$ cat src/rtl/jump_resolver_n_if.sv
// Purpose : bundle of fetch, base-register handshake and decode-side signals
//           for jump_resolver_n.
// Ports   : slave  - the resolver (consumes fetch/base inputs, drives redirect,
//                    stall, lanes, base request and error)
//           master - the fetch/regfile/decode side driving the resolver
interface jump_resolver_n_if #(
    parameter int FETCH_W = 4,
    parameter int IW      = 16,
    parameter int AW      = 16,
    parameter int RS_W    = 4
);
    logic                    flush;
    logic                    fetch_valid;
    logic [AW-1:0]           fetch_pc;
    logic [FETCH_W*IW-1:0]   fetch_instr;
    logic                    base_req;
    logic [RS_W-1:0]         base_rs;
    logic                    base_valid;
    logic [AW-1:0]           base_data;
    logic                    redirect_valid;
    logic [AW-1:0]           redirect_pc;
    logic                    stall;
    logic [FETCH_W*IW-1:0]   instr_out;
    logic [FETCH_W-1:0]      lane_valid;
    logic                    err_timeout;

    modport slave (
        input  flush, fetch_valid, fetch_pc, fetch_instr, base_valid, base_data,
        output base_req, base_rs, redirect_valid, redirect_pc, stall,
               instr_out, lane_valid, err_timeout
    );

    modport master (
        output flush, fetch_valid, fetch_pc, fetch_instr, base_valid, base_data,
        input  base_req, base_rs, redirect_valid, redirect_pc, stall,
               instr_out, lane_valid, err_timeout
    );
endinterface

$ cat src/rtl/jump_resolver_n.sv
// Purpose : front-end jump resolver for a FETCH_W-wide fetch group.
//           Immediate jumps redirect in the same cycle; register jumps stall,
//           fetch the base register over base_req/base_valid, then redirect
//           to base+offset one cycle after base_valid. A watchdog bounds the
//           wait and sets a sticky err_timeout. flush overrides everything.
// Ports   : clk, rst_n (async, active low)
//           bus (jump_resolver_n_if.slave): fetch group in, base handshake,
//           redirect/stall out, per-lane instr/valid to decode, err_timeout.
module jump_resolver_n #(
    parameter int FETCH_W = 4,
    parameter int IW      = 16,
    parameter int AW      = 16,
    parameter int IMM_W   = 10,
    parameter int ROFF_W  = 6,
    parameter int RS_W    = 4,
    parameter int TIMEOUT = 64
) (
    input  logic            clk,
    input  logic            rst_n,
    jump_resolver_n_if.slave bus
);
    localparam int KW = (FETCH_W > 1) ? $clog2(FETCH_W) : 1;
    localparam int CW = (TIMEOUT > 1) ? $clog2(TIMEOUT + 1) : 1;

    localparam logic [1:0] S_IDLE  = 2'd0;
    localparam logic [1:0] S_WAIT  = 2'd1;
    localparam logic [1:0] S_REDIR = 2'd2;

    logic [1:0]         r_state;
    logic [RS_W-1:0]    r_rs;
    logic [AW-1:0]      r_off;
    logic [AW-1:0]      r_base;
    logic [CW-1:0]      r_wd;
    logic               r_err;

    logic [FETCH_W-1:0] w_is_jmp;
    logic [FETCH_W-1:0] w_keep;
    logic               w_hit;
    logic [KW-1:0]      w_k;
    logic               w_is_reg;
    logic [IMM_W-1:0]   w_imm;
    logic [ROFF_W-1:0]  w_roff;
    logic [RS_W-1:0]    w_rs;
    logic [AW-1:0]      w_imm_tgt;
    logic               w_expire;

    // Per-lane decode, keep mask and squash of instructions to decode.
    for (genvar g = 0; g < FETCH_W; g++) begin : g_lane
        assign w_is_jmp[g] = bus.fetch_valid && (bus.fetch_instr[g*IW+12 +: 4] == 4'hF);
        assign w_keep[g]   = !w_hit || (KW'(g) <= w_k);
        assign bus.instr_out[g*IW +: IW] = bus.lane_valid[g] ? bus.fetch_instr[g*IW +: IW] : '0;
    end

    // Oldest jump lane wins: scan from youngest down so the lowest index sticks.
    always_comb begin
        w_hit = 1'b0;
        w_k   = '0;
        for (int k = FETCH_W - 1; k >= 0; k--) begin
            if (w_is_jmp[k]) begin
                w_hit = 1'b1;
                w_k   = KW'(k);
            end
        end
    end

    assign w_is_reg  = w_hit && bus.fetch_instr[w_k*IW];
    assign w_imm     = bus.fetch_instr[w_k*IW+2 +: IMM_W];
    assign w_roff    = bus.fetch_instr[w_k*IW+2 +: ROFF_W];
    assign w_rs      = bus.fetch_instr[w_k*IW+12-RS_W +: RS_W];
    assign w_imm_tgt = bus.fetch_pc + AW'(w_k) + AW'(1)
                     + {{(AW-IMM_W){w_imm[IMM_W-1]}}, w_imm};
    // Fires in the TIMEOUT-th WAIT cycle (counter starts at 0 on entry).
    assign w_expire  = (TIMEOUT != 0) && (r_wd == CW'(TIMEOUT - 1));

    always_comb begin
        bus.redirect_valid = 1'b0;
        bus.redirect_pc    = '0;
        bus.stall          = 1'b0;
        bus.lane_valid     = '0;
        bus.base_req       = 1'b0;
        case (r_state)
            S_IDLE: begin
                if (bus.fetch_valid) begin
                    bus.lane_valid = w_keep;
                    if (w_is_reg) begin
                        bus.stall = 1'b1;
                    end else if (w_hit) begin
                        bus.redirect_valid = 1'b1;
                        bus.redirect_pc    = w_imm_tgt;
                    end
                end
            end
            S_WAIT: begin
                bus.stall    = 1'b1;
                bus.base_req = 1'b1;
            end
            S_REDIR: begin
                bus.redirect_valid = 1'b1;
                bus.redirect_pc    = r_base + r_off;
            end
            default: ;
        endcase
        if (bus.flush) begin
            bus.redirect_valid = 1'b0;
            bus.redirect_pc    = '0;
            bus.stall          = 1'b0;
            bus.lane_valid     = '0;
            bus.base_req       = 1'b0;
        end
    end

    assign bus.base_rs     = r_rs;
    assign bus.err_timeout = r_err;

    always_ff @(posedge clk or negedge rst_n) begin
        if (!rst_n) begin
            r_state <= S_IDLE;
            r_rs    <= '0;
            r_off   <= '0;
            r_base  <= '0;
            r_wd    <= '0;
            r_err   <= 1'b0;
        end else if (bus.flush) begin
            r_state <= S_IDLE;
            r_wd    <= '0;
        end else begin
            case (r_state)
                S_IDLE: begin
                    if (w_is_reg) begin
                        r_rs    <= w_rs;
                        r_off   <= {{(AW-ROFF_W){w_roff[ROFF_W-1]}}, w_roff};
                        r_wd    <= '0;
                        r_state <= S_WAIT;
                    end
                end
                S_WAIT: begin
                    // base_valid takes precedence over a same-cycle expiry
                    if (bus.base_valid) begin
                        r_base  <= bus.base_data;
                        r_state <= S_REDIR;
                    end else if (w_expire) begin
                        r_err   <= 1'b1;
                        r_wd    <= '0;
                        r_state <= S_IDLE;
                    end else begin
                        r_wd    <= r_wd + 1'b1;
                    end
                end
                S_REDIR: r_state <= S_IDLE;
                default: r_state <= S_IDLE;
            endcase
        end
    end
endmodule

$ cat src/flat_wrapper.sv
// flat-port wrapper written by rule: the top's interface ports become plain ports
module jump_resolver_n_flat 
#(
    parameter int FETCH_W = 4,
    parameter int IW      = 16,
    parameter int AW      = 16,
    parameter int IMM_W   = 10,
    parameter int ROFF_W  = 6,
    parameter int RS_W    = 4,
    parameter int TIMEOUT = 64
)
  (clk, rst_n, bus_flush, bus_fetch_valid, bus_fetch_pc, bus_fetch_instr, bus_base_valid, bus_base_data, bus_base_req, bus_base_rs, bus_redirect_valid, bus_redirect_pc, bus_stall, bus_instr_out, bus_lane_valid, bus_err_timeout);
  jump_resolver_n_if #(.FETCH_W(FETCH_W), .IW(IW), .AW(AW), .RS_W(RS_W)) bus_i ();
  input  logic clk;
  input  logic rst_n;
  input wire logic [$bits(bus_i.flush)-1:0] bus_flush;
  input wire logic [$bits(bus_i.fetch_valid)-1:0] bus_fetch_valid;
  input wire logic [$bits(bus_i.fetch_pc)-1:0] bus_fetch_pc;
  input wire logic [$bits(bus_i.fetch_instr)-1:0] bus_fetch_instr;
  input wire logic [$bits(bus_i.base_valid)-1:0] bus_base_valid;
  input wire logic [$bits(bus_i.base_data)-1:0] bus_base_data;
  output wire logic [$bits(bus_i.base_req)-1:0] bus_base_req;
  output wire logic [$bits(bus_i.base_rs)-1:0] bus_base_rs;
  output wire logic [$bits(bus_i.redirect_valid)-1:0] bus_redirect_valid;
  output wire logic [$bits(bus_i.redirect_pc)-1:0] bus_redirect_pc;
  output wire logic [$bits(bus_i.stall)-1:0] bus_stall;
  output wire logic [$bits(bus_i.instr_out)-1:0] bus_instr_out;
  output wire logic [$bits(bus_i.lane_valid)-1:0] bus_lane_valid;
  output wire logic [$bits(bus_i.err_timeout)-1:0] bus_err_timeout;
  assign bus_i.flush = bus_flush;
  assign bus_i.fetch_valid = bus_fetch_valid;
  assign bus_i.fetch_pc = bus_fetch_pc;
  assign bus_i.fetch_instr = bus_fetch_instr;
  assign bus_i.base_valid = bus_base_valid;
  assign bus_i.base_data = bus_base_data;
  assign bus_base_req = bus_i.base_req;
  assign bus_base_rs = bus_i.base_rs;
  assign bus_redirect_valid = bus_i.redirect_valid;
  assign bus_redirect_pc = bus_i.redirect_pc;
  assign bus_stall = bus_i.stall;
  assign bus_instr_out = bus_i.instr_out;
  assign bus_lane_valid = bus_i.lane_valid;
  assign bus_err_timeout = bus_i.err_timeout;
  jump_resolver_n #(.FETCH_W(FETCH_W), .IW(IW), .AW(AW), .IMM_W(IMM_W), .ROFF_W(ROFF_W), .RS_W(RS_W), .TIMEOUT(TIMEOUT)) u_core (.clk(clk), .rst_n(rst_n), .bus(bus_i));
endmodule
$ cat config.mk
export PLATFORM = sky130hd
export DESIGN_NAME = jump_resolver_n_flat
export DESIGN_NICKNAME = d
export VERILOG_FILES = /design/src/rtl/jump_resolver_n_if.sv /design/src/rtl/jump_resolver_n.sv /design/src/flat_wrapper.sv
export SDC_FILE = /design/constraint.sdc
export NUM_CORES = 1
export LEC_CHECK = 0
export CELL_PAD_IN_SITES_DETAIL_PLACEMENT = 1
export CELL_PAD_IN_SITES_GLOBAL_PLACEMENT = 1
export CORE_UTILIZATION = 27
export CTS_BUF_LIST = sky130_fd_sc_hd__clkbuf_8
export DETAILED_ROUTE_END_ITERATION = 10
export PLACE_DENSITY_LB_ADDON = 0.2
export SYNTH_ARGS = -nofsm -noshare
export SYNTH_HDL_FRONTEND = slang
export SYNTH_SLANG_ARGS = --single-unit
$ cat constraint.sdc
create_clock -name clk -period 5.15 [get_ports clk]
set_input_delay 1.03 -clock clk [delete_from_list [all_inputs] [get_ports clk]]
set_output_delay 1.03 -clock clk [all_outputs]
set_load 0.02 [all_outputs]
======== Word-level counts from Yosys, hierarchy flattened ========
Cells that the tools add are included.
cells by class
  reductions and logical operators ........ 17
  add/sub/neg operators ................... 8
  magnitude comparators ................... 5
  bitwise logic cells ..................... 2
  equality and inequality tests ........... 10
  $mul .................................... 0
  muxes and demuxes ....................... 43
  div/mod/pow operators ................... 0
  shifts and indexed selects .............. 3
operators with widths
  cell                                                        number
  2-to-1 mux 16 bit                                           8
  indexed part select 64 x 33 -> 10 bit                       1
  indexed part select 64 x 33 -> 4 bit                        1
  indexed part select 64 x 8 -> 6 bit                         1
  adder 16 bit                                                2
  one-hot mux 16 bit (2 select lines)                         1
  subtractor 32 x 3 -> 32 bit, second input constant          1
  2-to-1 mux 7 bit                                            4
  adder 16 x 1 -> 16 bit, second input constant               1
  adder 16 x 2 -> 16 bit                                      1
  equality test 4 bit, second input constant                  4
  2-to-1 mux 2 bit                                            8
  2-to-1 mux 1 bit                                            14
  one-hot mux 7 bit (2 select lines)                          1
  2-to-1 mux 4 bit                                            3
  AND reduction 3 bit                                         3
  adder 6 x 2 -> 7 bit, second input constant                 1
  adder 6 x 4 -> 7 bit, second input constant                 1
  adder 7 x 1 -> 7 bit, second input constant                 1
  equality test 7 x 6 -> 1 bit, second input constant         1
  less-than comparator 6 x 7 -> 1 bit, second input constant  1
  logical AND 1 bit                                           5
  <= comparator 1 x 2 -> 1 bit, first input constant          2
  <= comparator 2 bit, first input constant                   2
  other kinds (15)                                            20
word-level totals
  RAM bits ................................ 0
  output and inout bits ................... 92
  logic and storage cells ................. 94
  bits in registers ....................... 36
  latch bits .............................. 0
  input port bits ......................... 101
  ROM bits ................................ 0
  memories kept ........................... 0

======== Longest topological paths before layout ========
Gate-level depths: netlist (run 1).
  word-level depth ........................ 14
  mapped depth ............................ 19
  depth with buffers taken out ............ 17

======== Worst setup path after synthesis (run 1) ========
Ideal clock, no wire load.
  path type ............................... input-to-output
  start ................................... in bus_fetch_instr[31]
  end ..................................... out bus_redirect_pc[15]
  data arrival time ....................... 4.613 ns
  data required time ...................... 4.120 ns
  path slack .............................. -0.493 ns
  path buffers ............................ 2
  stages .................................. 17
  cell sequence ........................... and3_1 nand3_1 clkbuf_1 a21oi_1 buf_2 mux2i_1 a22oi_1 fa_1 ha_1 a211oi_1 o211ai_1 a31oi_1 nor2b_1 o21a_1 o41ai_1 xnor2_1 o211ai_1
on the way
  cells in the longest elaborated chain, start to end .. 12
  elaborated cells on any way between the ends .. 19
  those cells by class .................... add/sub: 4; eq/ne: 1; shift: 1; mux: 11; reduce/logical: 2
ends and longest elaborated chain
  what                                     line                    text
  start: declaration                       flat_wrapper.sv:19      input wire logic [$bits(bus_i.fetch_instr)-1:0] bus_fetch_instr;
  equality test 4 bit                      jump_resolver_n.sv:49   assign w_is_jmp[g] = bus.fetch_valid && (bus.fetch_instr[g*IW+12 +: 4] == 4'hF);
  logical AND 1 bit                        jump_resolver_n.sv:49
  2-to-1 mux 2 bit (2 in a row)            jump_resolver_n.sv:59   if (w_is_jmp[k]) begin
  adder 6 x 2 -> 7 bit                     jump_resolver_n.sv:67   assign w_imm = bus.fetch_instr[w_k*IW+2 +: IMM_W];
  indexed part select 64 x 33 -> 10 bit *  jump_resolver_n.sv:67
  named net u_core.w_imm[1]                jump_resolver_n.sv:41   logic [IMM_W-1:0] w_imm;
  adder 16 bit *                           jump_resolver_n.sv:71   + {{(AW-IMM_W){w_imm[IMM_W-1]}}, w_imm};
  2-to-1 mux 16 bit *                      jump_resolver_n.sv:87   end else if (w_hit) begin
  2-to-1 mux 16 bit *                      jump_resolver_n.sv:85   if (w_is_reg) begin
  2-to-1 mux 16 bit *                      jump_resolver_n.sv:83   if (bus.fetch_valid) begin
  one-hot mux 16 bit (2 select lines) *    jump_resolver_n.sv:81   case (r_state)
  2-to-1 mux 16 bit *                      jump_resolver_n.sv:103  if (bus.flush) begin
  end: declaration                         flat_wrapper.sv:25      output wire logic [$bits(bus_i.redirect_pc)-1:0] bus_redirect_pc;
The timed path passes the listed nets; every way through them passes the cells marked *. The select of a mux whose other input is x is not followed.

======== Worst setup path in the final report (run 1) ========
  start ................................... in bus_fetch_instr[62]
  end ..................................... out bus_redirect_pc[15]
on the way
  cells in the longest elaborated chain, start to end .. 14
  elaborated cells on any way between the ends .. 23
  those cells by class .................... add/sub: 4; eq/ne: 1; shift: 1; mux: 15; reduce/logical: 2
ends and longest elaborated chain
  what                                     line
  equality test 4 bit                      jump_resolver_n.sv:49
  logical AND 1 bit                        jump_resolver_n.sv:49
  2-to-1 mux 2 bit (4 in a row)            jump_resolver_n.sv:59
  adder 6 x 2 -> 7 bit                     jump_resolver_n.sv:67
  indexed part select 64 x 33 -> 10 bit *  jump_resolver_n.sv:67
  named net u_core.w_imm[1]                jump_resolver_n.sv:41
  adder 16 bit *                           jump_resolver_n.sv:71
  2-to-1 mux 16 bit *                      jump_resolver_n.sv:87
  2-to-1 mux 16 bit *                      jump_resolver_n.sv:85
  2-to-1 mux 16 bit *                      jump_resolver_n.sv:83
  one-hot mux 16 bit (2 select lines) *    jump_resolver_n.sv:81
  2-to-1 mux 16 bit *                      jump_resolver_n.sv:103
Marked as above.

==> flow_summary.json, run 1 <==
{
  "grt_start_max_net_pins": 37,
  "layout_common_cells": "clkdlybuf4s50_1, buf_4, and2_1, dfrtp_1, ha_1",
  "r2r_cells": 3,
  "post-route-drc-count": 0,
  "power_density_nw_per_um2": 226,
  "root_buffer": "clkbuf_8",
  "synth_top_family_by_area": "simple AND/OR/NAND/NOR gates",
  "cts_buffers": 5,
  "diodes": 0,
  "clock_latency_ps": 290,
  "cts_tree": "yes",
  "nets": 869,
  "required_ps": 4120,
  "grtUsageTotal_pct": 22.0,
  "syn_to_final_growth_pct": 78.9,
  "initial_utilization_pct": 27.9,
  "routed_via_density": 5.07,
  "ff2ff_setup_slack_ps": 3030,
  "finalCriticalPeriod_ps": 5470,
  "dieWidth_um": 125,
  "vias": 4586,
  "crit_fanout": 3,
  "layout_commonest_cell": "clkdlybuf4s50_1",
  "clkTransAtPathRegs_ps": 80,
  "maxCapViolations": 0,
  "grt_pass1_wl_um": 27300,
  "setup_violations": 10,
  "met1Wirelength_um": 7340,
  "fmax_ghz": 0.183,
  "dr.pass1.iters": 4,
  "critPathCaptureType": "output port",
  "utilization_pct": 49.8,
  "cts.sinks": 36,
  "core_sq_um": 14600,
  "yosys.area_share.simple_pct": 22.0,
  "syn_inst": 474,
  "async_flop_share_pct": 100,
  "relSlewSlack_pct": 38.8,
  "hold_depth": 1,
  "ctsLongestPathBuffers": 2,
  "io_pins": 193,
  "ys_top_cells_by_area": "dfrtp_1, ha_1, and2_1",
  "hold_viol": 0,
  "ys.flop_type": "dfrtp_1",
  "pre_cts_ws_ps": -1460,
  "fin_crit_sh_pct": 106,
  "synthAdderAreaFrac_pct": 15.3,
  "io_buffers": 192,
  "setup_ws_ps": -316,
  "p_leak_nw": 3.22,
  "r2r_start": "u_core.r_state[1]$_DFFE_PN0P_",
  "finalMaxSlewViolations": 0,
  "synth_compound_area_share_pct": 20.1,
  "critPathArrivalTime_ps": 4440,
  "violations": "negative setup slack",
  "netlist_area_sq_um": 4060,
  "syn_area_per_cell_sq_um": 8.57,
  "status": "finished, violations left",
  "wl_per_cell_um": 19.5,
  "design.die.area_sq_um": 15500,
  "routed.top_layer": "met4",
  "ys_seq_area_share_pct": 22.2,
  "hold_path.class": "reg2reg",
  "syn_nets": 623,
  "first_iter_violations": 136,
  "wl_met2_um": 9410,
  "clock_skew_ps": 10.0,
  "finalPower_w": 0.00164,
  "num_rows": 44,
  "synth.area.mux_share_pct": 10.7,
  "fin_hold_ws_ps": 480,
  "dp_hpwl_um": 13900,
  "yosysTopAreaCellShare_pct": 22.2,
  "antenna_found_initial": 0,
  "synth_xor_area_share_pct": 5.60,
  "start_kind": "input pin",
  "rsz0062_at_grt": "yes",
  "synth_edf_count": 0,
  "ir_drop_mv": 0.160,
  "ys_warn_count": 0,
  "tightest_slew_ps": 918,
  "instances_no_fill": 905,
  "cts_hold_buffers": 0,
  "detail-route-antenna-nets": 0,
  "synth_cell_types": 58,
  "drive_above_1_share_pct": 29.1,
  "dp_cells": 874,
  "met3_length_um": 625,
  "hold_end": "u_core.bus.err_timeout$_DFFE_PN0P_",
  "synth-seq-cells": 36,
  "worstHoldStart": "u_core.bus.err_timeout$_DFFE_PN0P_",
  "finalWeightedCongestion": 0.865,
  "r2r-end": "u_core.r_base[11]$_DFFE_PN0P_",
  "die_h_um": 125,
  "routed_wl_um": 17600,
  "htree_levels": 2,
  "grt_pass1_vias": 5150,
  "grt_overflow": 0,
  "synth.largest_area_cell": "dfrtp_1",
  "critPathKind": "in2out"
}
## worst max-delay path, cell delays in order
cell	delay, ps
buf_6	70
and4_4	250
nand3_4	100
a21oi_4	210
mux2i_1	240
a22oi_2	100
fa_1	560
ha_4	230
a211oi_4	250
o211ai_1	170
a31oi_2	240
nor2b_1	70
o21a_1	200
o41ai_2	230
xnor2_1	110
o211ai_1	200
buf_4	170
## worst max-delay path by stage
stage	start	endpoint	slack [ps]	cells after the start
CTS	bus_fetch_instr[60]	bus_redirect_pc[15]	-380	17
global route	bus_fetch_instr[46]	bus_redirect_pc[15]	-540	19
finish	bus_fetch_instr[62]	bus_redirect_pc[15]	-320	17
global placement	bus_fetch_instr[62]	bus_redirect_pc[15]	-1360	18
floorplan	bus_fetch_instr[31]	bus_redirect_pc[15]	-250	17
detailed placement	bus_fetch_instr[62]	bus_redirect_pc[15]	-1460	18
## registers in the layout, summed over array words and instances (netlist names)
name,flops
u_core.r_state,2
u_core.bus.err_timeout,1
u_core.r_off,6
u_core.r_wd,7
u_core.r_base,16
u_core.bus.base_rs,4
## through the flow
stage	TNS, ps	area, sq um
floorplan	-247	4140
global placement	-14430	6510
detailed placement	-15600	6510
CTS	-1620	7000
global route	-2790	7270
finish	-1310	7270
## per-layer routing
layer	track usage, %	vias to the layer above
met4	3.26	0
met2	41.9	102
met1	25.6	2248
li1	-	2220
met5	0	-
met3	4.12	16
## cells by family after synthesis
group	count (synthesis)
muxes	37
and+or+nand+nor	165
AOI/OAI and AO/OA	123
xor gates and xnor gates	26
buffers and inverters	39
DFF	36
adders and majority gates	48
## synth_stat cells, types with 3 or more instances
cell / instances
and2_1: 50
xnor2_1: 13
o211ai_1: 4
nor2b_1: 4
a21oi_1: 21
nand2_1: 20
inv_1: 15
clkbuf_1: 16
o21ai_0: 21
a22oi_1: 18
dfrtp_1: 36
fa_1: 3
nor3b_1: 3
xor2_1: 13
buf_2: 3
nand2b_1: 5
mux2_2: 16
and3_1: 22
a211oi_1: 5
a21o_1: 12
nor2_1: 34
ha_1: 45
o22ai_1: 13
a211o_1: 3
nor3_1: 6
nand3_1: 9
mux2_4: 9
mux2i_1: 11
a31oi_1: 8
## area by class of cell
| cell class | instances | area [sq um] |
|---|---|---|
| inverters | 16 | 60.1 |
| multi-input cells | 399 | 3560 |
| fillers | 1654 | 7320 |
| clock inverters | 3 | 18.8 |
| clock buffers | 5 | 68.8 |
| repair buffers | 262 | 2430 |
| well taps | 184 | 230 |
| flip-flops and latches | 36 | 901 |
## what timing repair did
action | CTS | global route
buffers inserted | 13 | 13
endpoints found under the setup margin | 15 | 15
pin swaps | 47 | 34
gates resized for setup | 180 | 44
cloned | 1 | 0
## power breakdown
part           switching (W)  total [W]  internal (W)
Sequential         0.0000527   0.000391      0.000339
Combinational       0.000518    0.00105      0.000533
Clock               0.000107   0.000201     0.0000943
Total               0.000677    0.00164      0.000966
Note: power is estimated with default switching activity, not from simulation.
==> run 2, diff against run 1 <==
- CAP_MARGIN: not set -> 20
- CELL_PAD_IN_SITES_DETAIL_PLACEMENT: 1 -> not set
- CELL_PAD_IN_SITES_GLOBAL_PLACEMENT: 1 -> not set
- CORE_UTILIZATION: 27 -> 39
==> run 2 against run 1 <==
  * The flow still finishes with violations (negative setup slack)
  * Clock power is essentially flat
  * Worst hold slack gained 10 ps
  * Global-route usage grew 5.9 points
  * Worst setup slack gained 13 ps
  * Clock-buffer cell count is the same
  * Cell area shrank 5.5%
  * Clock skew grew 0.71 ps
  * First-iteration DRC count grew 75%
  * Critical path depth grew 1
  * Non-clock buffer count shrank 15
  * Maximum frequency grew 0.25%
  * Sequential power is essentially flat
==> flow_summary.json, run 2 (same netlist as run 1, synthesis figures left out) <==
{
  "detail-route-antenna-nets": 0,
  "start_kind": "input pin",
  "crit_buf_inv": 3,
  "status": "finished, violations left",
  "final_cell_area_sq_um": 6870,
  "cp_slowest_cell": "fa_2",
  "clock_skew_ps": 10.7,
  "fmax_ghz": 0.183,
  "design.die.area_sq_um": 10800,
  "critPathArrivalTime_ps": 4420,
  "hold_path.class": "reg2reg",
  "p_leak_nw": 3.10,
  "layout_common_cells": "clkdlybuf4s50_1, buf_4, and2_1, ha_1, dfrtp_1",
  "grtUsageTotal_pct": 27.9,
  "post_dp_cell_area_sq_um": 6420,
  "grt_start_max_net_pins": 37,
  "hold_viol": 0,
  "dieWidth_um": 104,
  "num_rows": 36,
  "crit_start": "bus_fetch_instr[62]",
  "drive_above_1_share_pct": 24.8,
  "path_depth": 18,
  "io_buffers": 192,
  "critPathKind": "in2out",
  "relSlewSlack_pct": 40.9,
  "cp-endpoint": "bus_redirect_pc[13]",
  "setup_tns_ps": -1290,
  "finalCriticalPeriod_ps": 5450,
  "nets": 854,
  "finalMaxSlewViolations": 0,
  "top_register": "u_core.r_base",
  "r2r_start": "u_core.r_state[1]$_DFFE_PN0P_",
  "reg_top3": "u_core.r_base (16), u_core.r_wd (7), u_core.r_off (6)",
  "largest_reg_flops": 16,
  "grt_pass1_vias": 4668,
  "post-route-drc-count": 0,
  "critPathCaptureType": "output port",
  "r2r-end": "u_core.r_base[8]$_DFFE_PN0P_",
  "die_h_um": 104,
  "layout_commonest_cell": "clkdlybuf4s50_1",
  "diodes": 0,
  "core_sq_um": 9950,
  "dp_hpwl_um": 12300,
  "grt_overflow": 0,
  "clock_latency_ps": 310,
  "antenna_found_initial": 0,
  "n_fill_cell": 802,
  "ff2ff_setup_slack_ps": 3090,
  "critPathTopFamily": "compound AO/OA/AOI/OAI gates",
  "maxCapViolations": 0,
  "routed_wl_um": 15200,
  "r2r_cells": 3,
  "cts.sinks": 36,
  "finalWeightedCongestion": 0.915,
  "max_stage_delay_ps": 570,
  "wl_per_cell_um": 18.1,
  "crit_fanout": 2,
  "io_pins": 193,
  "cts_buffers": 5,
  "htree_levels": 2,
  "dr.pass1.iters": 4,
  "tightest_slew_ps": 887,
  "clkTransAtPathRegs_ps": 80,
  "worstPathCellList": "buf_6 > and4_4 > nand3_4 > a21oi_4 > mux2i_2 > a22oi_2 > fa_2 > ha_4 > a211oi_2 > o211ai_1 > a31oi_1 > nor2b_1 > o21a_1 > buf_4 > nor2_1 > xor2_1 > o32ai_2 > buf_2",
  "setup_violations": 9,
  "routed_via_density": 5.39,
  "vias": 4520,
  "ctsLongestPathBuffers": 2,
  "fin_crit_sh_pct": 106,
  "required_ps": 4120,
  "violations": "negative setup slack",
  "syn_to_final_growth_pct": 69.0,
  "rsz0062_at_grt": "yes",
  "ir_drop_mv": 0.218,
  "root_buffer": "clkbuf_8",
  "initial_utilization_pct": 40.8,
  "cts_tree": "yes",
  "power_density_nw_per_um2": 230,
  "first_iter_violations": 238,
  "grt_pass1_wl_um": 23900,
  "setup_ws_ps": -303
}
==> run 2: changes by cell type in the layout (fill, tap and decap cells not counted), sizes merged <==
cell           before  now
clkdlybuf4s15       2    3
buf                96   78
dlygate4sd2         2    3
clkbuf              7    8
==> run 2: how the worst min path moves through the flow <==
stage / from / end / slack [ps] / cells after the start
after floorplan: u_core.r_wd[5]$_DFFE_PN0P_ / u_core.r_wd[5]$_DFFE_PN0P_ / 450 / 1
after global placement: u_core.r_wd[5]$_DFFE_PN0P_ / u_core.r_wd[5]$_DFFE_PN0P_ / 480 / 1
after detailed placement: u_core.r_wd[5]$_DFFE_PN0P_ / u_core.r_wd[5]$_DFFE_PN0P_ / 480 / 1
after CTS: u_core.r_wd[5]$_DFFE_PN0P_ / u_core.r_wd[5]$_DFFE_PN0P_ / 490 / 1
after global routing: u_core.r_wd[5]$_DFFE_PN0P_ / u_core.r_wd[5]$_DFFE_PN0P_ / 520 / 1
final: u_core.r_wd[5]$_DFFE_PN0P_ / u_core.r_wd[5]$_DFFE_PN0P_ / 490 / 1
==> run 2: layer usage <==
layer  GRT usage (%)  part of all wire, %  vias to the layer above
met5               0                    0                        -
met4            3.88                  1.0                        0
met3            4.89                  4.7                       18
met2            50.1                   51                      135
met1            35.4                   43                     2166
li1                -                    -                     2201
==> run 2: per-stage QoR <==
step / hold slack, ps / power (W) / util (%) / setup WS (ps) / cells
after global routing: 518 / 0.00169 / 69.0 / -491 / 839
after detailed placement: 478 / 0.00130 / 64.5 / -1310 / 819
after CTS: 489 / 0.00155 / 67.7 / -345 / 835
after floorplan: 451 / 0.000951 / - / -247 / 474
final: 490 / 0.00158 / 69.0 / -303 / 839
after global placement: 477 / 0.00128 / 64.5 / -1200 / 819
==> run 2: layout make-up <==
| cell class | count | area [sq um] | share of cell area (%) |
|---|---|---|---|
| multi-input cells | 399 | 3340 | 48.7 |
| clock inverters | 3 | 18.8 | 0.273 |
| well taps | 133 | 166 | 2.42 |
| inverters | 16 | 60.1 | 0.874 |
| repair buffers | 247 | 2310 | 33.6 |
| flip-flops and latches | 36 | 901 | 13.1 |
| clock buffers | 5 | 68.8 | 1.00 |
==> run 2: report_power, final <==
group / internal [W] / leakage [nW] / switching [W]
sequential: 0.000339 / 0.472 / 0.0000529
combinational: 0.000504 / 2.58 / 0.000481
clock: 0.0000941 / 0.0479 / 0.000107
total: 0.000936 / 3.10 / 0.000641
==> run 2: timing repair <==
action | 4_1_cts | 5_1_grt
setup endpoints to repair | 15 | 13
gates resized for setup | 153 | 31
setup buffers | 20 | 6
pin swaps | 35 | 34
hold endpoints to repair | 0 | 0
hold buffers | 0 | 0
